`src/rtl/mips_cpu_muldiv.sv`:
```
// Iterative HI/LO multiply/divide unit.
// Runs MULT/MULTU/DIV/DIVU as WIDTH radix-2 steps plus one sign-fix cycle. It also
// holds the architectural HI/LO registers and accepts MTHI/MTLO writes.
//
// Ports:
//   clk, reset       rising-edge clock, asynchronous active-low reset
//   start            issue an operation (sampled only while idle)
//   op_div, sign     0 = multiply, 1 = divide; 1 = signed
//   a, b             rs / rt operands
//   abort            cancel the in-flight operation; no result is written
//   hi_we, lo_we     MTHI / MTLO strobes with data on wdata (idle only)
//   busy             operation in flight
//   done             one-cycle pulse when HI/LO hold a new result
//   div_by_zero      last divide had b == 0; cleared by the next accepted start
//   hi, lo           architectural HI / LO
module mips_cpu_muldiv #(
  parameter int unsigned WIDTH = 32
) (
  input  logic             clk,
  input  logic             reset,
  input  logic             start,
  input  logic             op_div,
  input  logic             sign,
  input  logic [WIDTH-1:0] a,
  input  logic [WIDTH-1:0] b,
  input  logic             abort,
  input  logic             hi_we,
  input  logic             lo_we,
  input  logic [WIDTH-1:0] wdata,
  output logic             busy,
  output logic             done,
  output logic             div_by_zero,
  output logic [WIDTH-1:0] hi,
  output logic [WIDTH-1:0] lo
);

  localparam int unsigned CntW = $clog2(WIDTH + 1);

  typedef enum logic [1:0] {StIdle, StCalc, StFix} state_e;

  state_e           state_q, state_d;
  logic [CntW-1:0]  cnt_q, cnt_d;
  logic [WIDTH-1:0] work_hi_q, work_hi_d, work_lo_q, work_lo_d;
  logic [WIDTH-1:0] opnd_q, opnd_d, a_raw_q, a_raw_d;
  logic [WIDTH-1:0] hi_q, hi_d, lo_q, lo_d;
  logic             op_div_q, op_div_d, neg_q_q, neg_q_d, neg_r_q, neg_r_d;
  logic             b_zero_q, b_zero_d, done_q, done_d, dbz_q, dbz_d;

  logic [WIDTH-1:0]   a_mag, b_mag;
  logic [WIDTH:0]     mul_sum, div_shift, div_diff;
  logic [2*WIDTH-1:0] prod_fix;

  // Datapath: operand magnitudes, one iteration step, final sign correction.
  always_comb begin
    a_mag     = (sign && a[WIDTH-1]) ? -a : a;
    b_mag     = (sign && b[WIDTH-1]) ? -b : b;
    // Multiply: work_lo holds the remaining multiplier bits, work_hi the partial product.
    mul_sum   = {1'b0, work_hi_q} + (work_lo_q[0] ? {1'b0, opnd_q} : '0);
    // Divide: work_hi is the partial remainder, work_lo shifts dividend out, quotient in.
    div_shift = {work_hi_q, work_lo_q[WIDTH-1]};
    div_diff  = div_shift - {1'b0, opnd_q};
    prod_fix  = neg_q_q ? -{work_hi_q, work_lo_q} : {work_hi_q, work_lo_q};
  end

  always_comb begin
    state_d   = state_q;
    cnt_d     = cnt_q;
    work_hi_d = work_hi_q;
    work_lo_d = work_lo_q;
    opnd_d    = opnd_q;
    a_raw_d   = a_raw_q;
    hi_d      = hi_q;
    lo_d      = lo_q;
    op_div_d  = op_div_q;
    neg_q_d   = neg_q_q;
    neg_r_d   = neg_r_q;
    b_zero_d  = b_zero_q;
    done_d    = 1'b0;
    dbz_d     = dbz_q;

    unique case (state_q)
      StIdle: begin
        if (hi_we) hi_d = wdata;
        if (lo_we) lo_d = wdata;
        if (start && !abort) begin
          op_div_d  = op_div;
          a_raw_d   = a;
          b_zero_d  = (b == '0);
          neg_q_d   = sign & (a[WIDTH-1] ^ b[WIDTH-1]);
          neg_r_d   = sign & a[WIDTH-1];
          opnd_d    = b_mag;
          work_hi_d = '0;
          work_lo_d = a_mag;
          cnt_d     = CntW'(WIDTH);
          dbz_d     = 1'b0;
          state_d   = StCalc;
        end
      end
      StCalc: begin
        if (abort) begin
          state_d = StIdle;
        end else begin
          if (op_div_q) begin
            // Restoring step: keep the difference only when it did not go negative.
            work_hi_d = div_diff[WIDTH] ? div_shift[WIDTH-1:0] : div_diff[WIDTH-1:0];
            work_lo_d = {work_lo_q[WIDTH-2:0], ~div_diff[WIDTH]};
          end else begin
            work_hi_d = mul_sum[WIDTH:1];
            work_lo_d = {mul_sum[0], work_lo_q[WIDTH-1:1]};
          end
          cnt_d = cnt_q - CntW'(1);
          if (cnt_q == CntW'(1)) state_d = StFix;
        end
      end
      StFix: begin
        state_d = StIdle;
        if (!abort) begin
          done_d = 1'b1;
          if (!op_div_q) begin
            {hi_d, lo_d} = prod_fix;
          end else if (b_zero_q) begin
            // Divide by zero has a fixed architectural result, not the iteration's.
            lo_d  = '1;
            hi_d  = a_raw_q;
            dbz_d = 1'b1;
          end else begin
            lo_d = neg_q_q ? -work_lo_q : work_lo_q;
            hi_d = neg_r_q ? -work_hi_q : work_hi_q;
          end
        end
      end
      default: state_d = StIdle;
    endcase
  end

  always_ff @(posedge clk or negedge reset) begin
    if (!reset) begin
      state_q   <= StIdle;
      cnt_q     <= '0;
      work_hi_q <= '0;
      work_lo_q <= '0;
      opnd_q    <= '0;
      a_raw_q   <= '0;
      hi_q      <= '0;
      lo_q      <= '0;
      op_div_q  <= 1'b0;
      neg_q_q   <= 1'b0;
      neg_r_q   <= 1'b0;
      b_zero_q  <= 1'b0;
      done_q    <= 1'b0;
      dbz_q     <= 1'b0;
    end else begin
      state_q   <= state_d;
      cnt_q     <= cnt_d;
      work_hi_q <= work_hi_d;
      work_lo_q <= work_lo_d;
      opnd_q    <= opnd_d;
      a_raw_q   <= a_raw_d;
      hi_q      <= hi_d;
      lo_q      <= lo_d;
      op_div_q  <= op_div_d;
      neg_q_q   <= neg_q_d;
      neg_r_q   <= neg_r_d;
      b_zero_q  <= b_zero_d;
      done_q    <= done_d;
      dbz_q     <= dbz_d;
    end
  end

  assign busy        = (state_q != StIdle);
  assign done        = done_q;
  assign div_by_zero = dbz_q;
  assign hi          = hi_q;
  assign lo          = lo_q;

endmodule

```
`config.mk`:
```
export PLATFORM = sky130hd
export DESIGN_NAME = mips_cpu_muldiv
export DESIGN_NICKNAME = d
export VERILOG_FILES = /design/src/rtl/mips_cpu_muldiv.sv
export SDC_FILE = /design/constraint.sdc
export NUM_CORES = 1
export LEC_CHECK = 0
export CAP_MARGIN = 20
export CELL_PAD_IN_SITES_DETAIL_PLACEMENT = 0
export CELL_PAD_IN_SITES_GLOBAL_PLACEMENT = 1
export CORE_MARGIN = 2
export CORE_UTILIZATION = 47
export CTS_BUF_LIST = sky130_fd_sc_hd__clkbuf_8 sky130_fd_sc_hd__clkbuf_16
export CTS_CLUSTER_DIAMETER = 150
export DETAILED_ROUTE_END_ITERATION = 7
export PLACE_DENSITY = 0.93
export SLEW_MARGIN = 20
export SYNTH_ARGS = -nofsm -noshare
export SYNTH_HDL_FRONTEND = slang
export SYNTH_SLANG_ARGS = --single-unit
export TNS_END_PERCENT = 50
```
`constraint.sdc`:
```
create_clock -name clk -period 7.65 [get_ports clk]
set_input_delay 0.765 -clock clk [delete_from_list [all_inputs] [get_ports clk]]
set_output_delay 0.765 -clock clk [all_outputs]
set_load 0.01 [all_outputs]
```
==> flow_metrics.py <==
metrics = {
    "global_routing": {
        "grt_util_met1": 0.458,
        "antenna_found_initial": 1,
        "use_met2": 0.469,
        "met3_usage": 0.0452,
        "grt_max_degree": 107,
        "grt-busiest-layer": "met2",
        "grt_pass1_wl_microns": 88200,
        "grt_pass1_vias": 15200,
        "track_usage": 0.310,
        "overflow": 0,
    },
    "final_layout": {
        "layout.cells.non_filler": 2684,
        "drive_above_1_share": 0.0453,
        "nets": 2386,
        "insertedDiodeCount": 0,
        "final_cell_mix": "nand2_1, o21ai_0, dfrtp_1",
        "area_delta_synth_final_pct": 17.0,
        "final_common_cell": "nand2_1",
    },
    "power": {
        "powerDensity_nw_per_um2": 378,
        "ir_worst_vdd_v": 0.000287,
        "power_mw": 7.27,
        "leakage_nw": 8.34,
    },
    "placement": {
        "numPortBuffers": 170,
        "post-dp-hpwl_microns": 43400,
        "placed_cells": 2636,
        "gp_congestion": 0.957,
    },
    "routing": {
        "vias": 16300,
        "avgViaCountPerCell": 6.09,
        "drt_iter0_drc": 1916,
        "firstDrtPassIters": 5,
        "final_antenna_net_count": 0,
        "remaining_drc_errors": 0,
        "avgRoutedWirePerCell_microns": 21.4,
        "wl_microns": 57300,
    },
    "logic_synthesis": {
        "synth_cell_types": 75,
        "synth_edf_count": 0,
        "yosys_warnings": 0,
        "synth_seq_cells": 206,
        "syn_area_per_cell_sq_um": 7.72,
        "synth_async_sr_flop_share": 1.00,
        "synth-main-ff-cell": "dfrtp_1",
        "syn_area_sq_um": 16400,
        "synth_nets": 2303,
        "syn_inst": 2127,
        "ys_seq_area_frac": 0.314,
    },
    "sta": {
        "setup_viol": 0,
        "rsz0062_at_grt": "no",
        "post-route-period-util": 0.576,
        "slew_violations": 0,
        "fin_worst_skew_ps": 18.9,
        "clock.fmax_ghz": 0.227,
        "hold_viol": 0,
        "period_minus_slack_ps": 4410,
        "slew_headroom": 0.282,
        "tightest_slew_ps": 1080,
        "setup_tns_ps": 0,
    },
    "worst_setup_path": {
        "r2r_setup_slack_ps": 3240,
        "rr_startpoint": "work_lo_q[0]$_DFFE_PN0P_",
        "cp_common_cell": "o21ai_0",
        "path_cells": "inv_1 > buf_4 > nor2_1 > ha_1 > nor2b_1 > o2111ai_1 > a21oi_1 > o311ai_0 > buf_4 > o21ai_0 > a31oi_1 > o21ai_0 > xor2_1 > a221oi_1 > o21ai_0",
        "r2r_cells": 15,
        "critPathBufInv": 3,
        "startpoint_type": "flip-flop",
        "path_class": "flip-flop to flip-flop",
        "critical_path.startpoint": "work_lo_q[0]$_DFFE_PN0P_",
        "worst_path_max_delay_cell": "dfrtp_1",
        "r2r_end": "work_hi_q[29]$_DFFE_PN0P_",
        "arrival_ps": 4820,
        "worstPathMaxFanout": 30,
        "required_ps": 8060,
        "cpPeakStageDelay_ps": 570,
        "crit_family": "compound AO/OA/AOI/OAI gates",
        "cp-end-kind": "flip-flop",
    },
    "run_status": {
        "outcome": "complete, no violations",
    },
    "clocking": {
        "htreeDepth": 1,
        "cts.sinks": 206,
        "clock-root-buffer": "clkbuf_16",
        "cts_buffers": 26,
        "cts_tree": "yes",
        "path_clk_slew_ps": 60,
        "postCtsSetupBuffers": 0,
        "cts_resized": 0,
        "clock_path_buffers": 3,
        "cts_hold_buf": 0,
        "insertion_delay_ps": 550,
    },
    "die": {
        "die_w_microns": 191,
        "die_h_microns": 191,
        "die_area_sq_um": 36500,
        "ios": 171,
        "rows": 68,
        "start_util": 0.477,
        "coreArea_sq_um": 34500,
    },
    "job": {
        "drv_cap": 0,
    },
    "min_path": {
        "hp-class": "primary input to asynchronous set/reset pin",
    },
}
-- synthesized netlist by cell type (all sizes together) (4+ instances only) --
library cell,instances,area (sq um)
a211oi,15,123
a21o,39,293
a21oi,132,664
a22o,4,35.0
a22oi,13,97.6
a31oi,20,125
and2,9,56.3
and3,11,68.8
buf,21,93.8
clkbuf,118,444
dfrtp,206,5150
ha,70,876
inv,61,229
mux2i,57,571
nand2,380,1430
nand2b,22,138
nand3,35,175
nand3b,5,37.5
nand4,12,75.1
nor2,135,507
nor2b,16,100
nor3,36,185
nor4,19,146
o211ai,28,210
o21a,6,45.0
o21ai,283,1420
o21bai,7,52.6
o221ai,12,105
o22ai,38,238
o31a,4,35.0
o31ai,18,135
o41ai,12,120
or2,6,40.0
or3,20,125
or4,17,135
xnor2,118,1030
xor2,81,709
-- cells by family after synthesis --
logic type / Yosys count / share of synthesized area
fa+ha+maj: 72 / 0.0558
buf+inv: 201 / 0.0469
mux: 58 / 0.0354
compound gates: 657 / 0.240
flops: 206 / 0.314
xor+xnor: 199 / 0.106
simple gates: 734 / 0.202
-- layout make-up --
class / count / area (sq um)
clock inverter: 16 / 87.6
timing repair buffer: 194 / 1900
multi-input combinational: 1720 / 10500
inverter: 62 / 233
sequential: 206 / 5160
fill: 3245 / 15200
tap: 455 / 569
clock buffer: 31 / 731
-- worst max path at each step --
stage	to	slack, ps	cells after the start
2_1_floorplan	work_hi_q[29]$_DFFE_PN0P_	4170	14
3_3_place_gp	work_hi_q[29]$_DFFE_PN0P_	3430	15
3_5_place_dp	work_hi_q[29]$_DFFE_PN0P_	3400	15
4_1_cts	work_hi_q[29]$_DFFE_PN0P_	3370	15
5_1_grt	work_hi_q[29]$_DFFE_PN0P_	2970	15
6_report	work_hi_q[29]$_DFFE_PN0P_	3240	15
-- state kept, by name, summed over array words and instances (netlist names), 2 cells and up --
register / flops
hi: 32
work_hi_q: 32
lo: 32
work_lo_q: 32
opnd_q: 32
cnt_q: 6
state_q: 2
a_raw_q: 32
-- layer usage --
| layer | vias to the layer above | wire length [microns] | part of all wire |
|---|---|---|---|
| met2 | 691 | 24700 | 0.43 |
| li1 | 7699 | - | - |
| met4 | 0 | 1760 | 0.031 |
| met5 | - | 0 | 0 |
| met1 | 7872 | 26000 | 0.45 |
| met3 | 87 | 4870 | 0.085 |
-- power breakdown --
| part | leakage [nW] | switching (mW) | total (mW) | internal, mW |
|---|---|---|---|---|
| sequential | 2.56 | 0.602 | 2.00 | 1.40 |
| combinational | 5.36 | 2.39 | 4.07 | 1.68 |
| clock | 0.417 | 0.515 | 1.19 | 0.677 |
-- through the flow --
stage / setup WS [ps] / area, sq um / hold slack, ps / util
after CTS: 3370 / 19200 / 226 / 0.557
after global placement: 3430 / 18400 / 464 / 0.533
final: 3240 / 19200 / 216 / 0.558
after global routing: 2970 / 19200 / 262 / 0.558
after floorplan: 4170 / 16400 / 440 / -
after detailed placement: 3400 / 18400 / 471 / 0.533
Note: power is estimated with default switching activity, not from simulation.
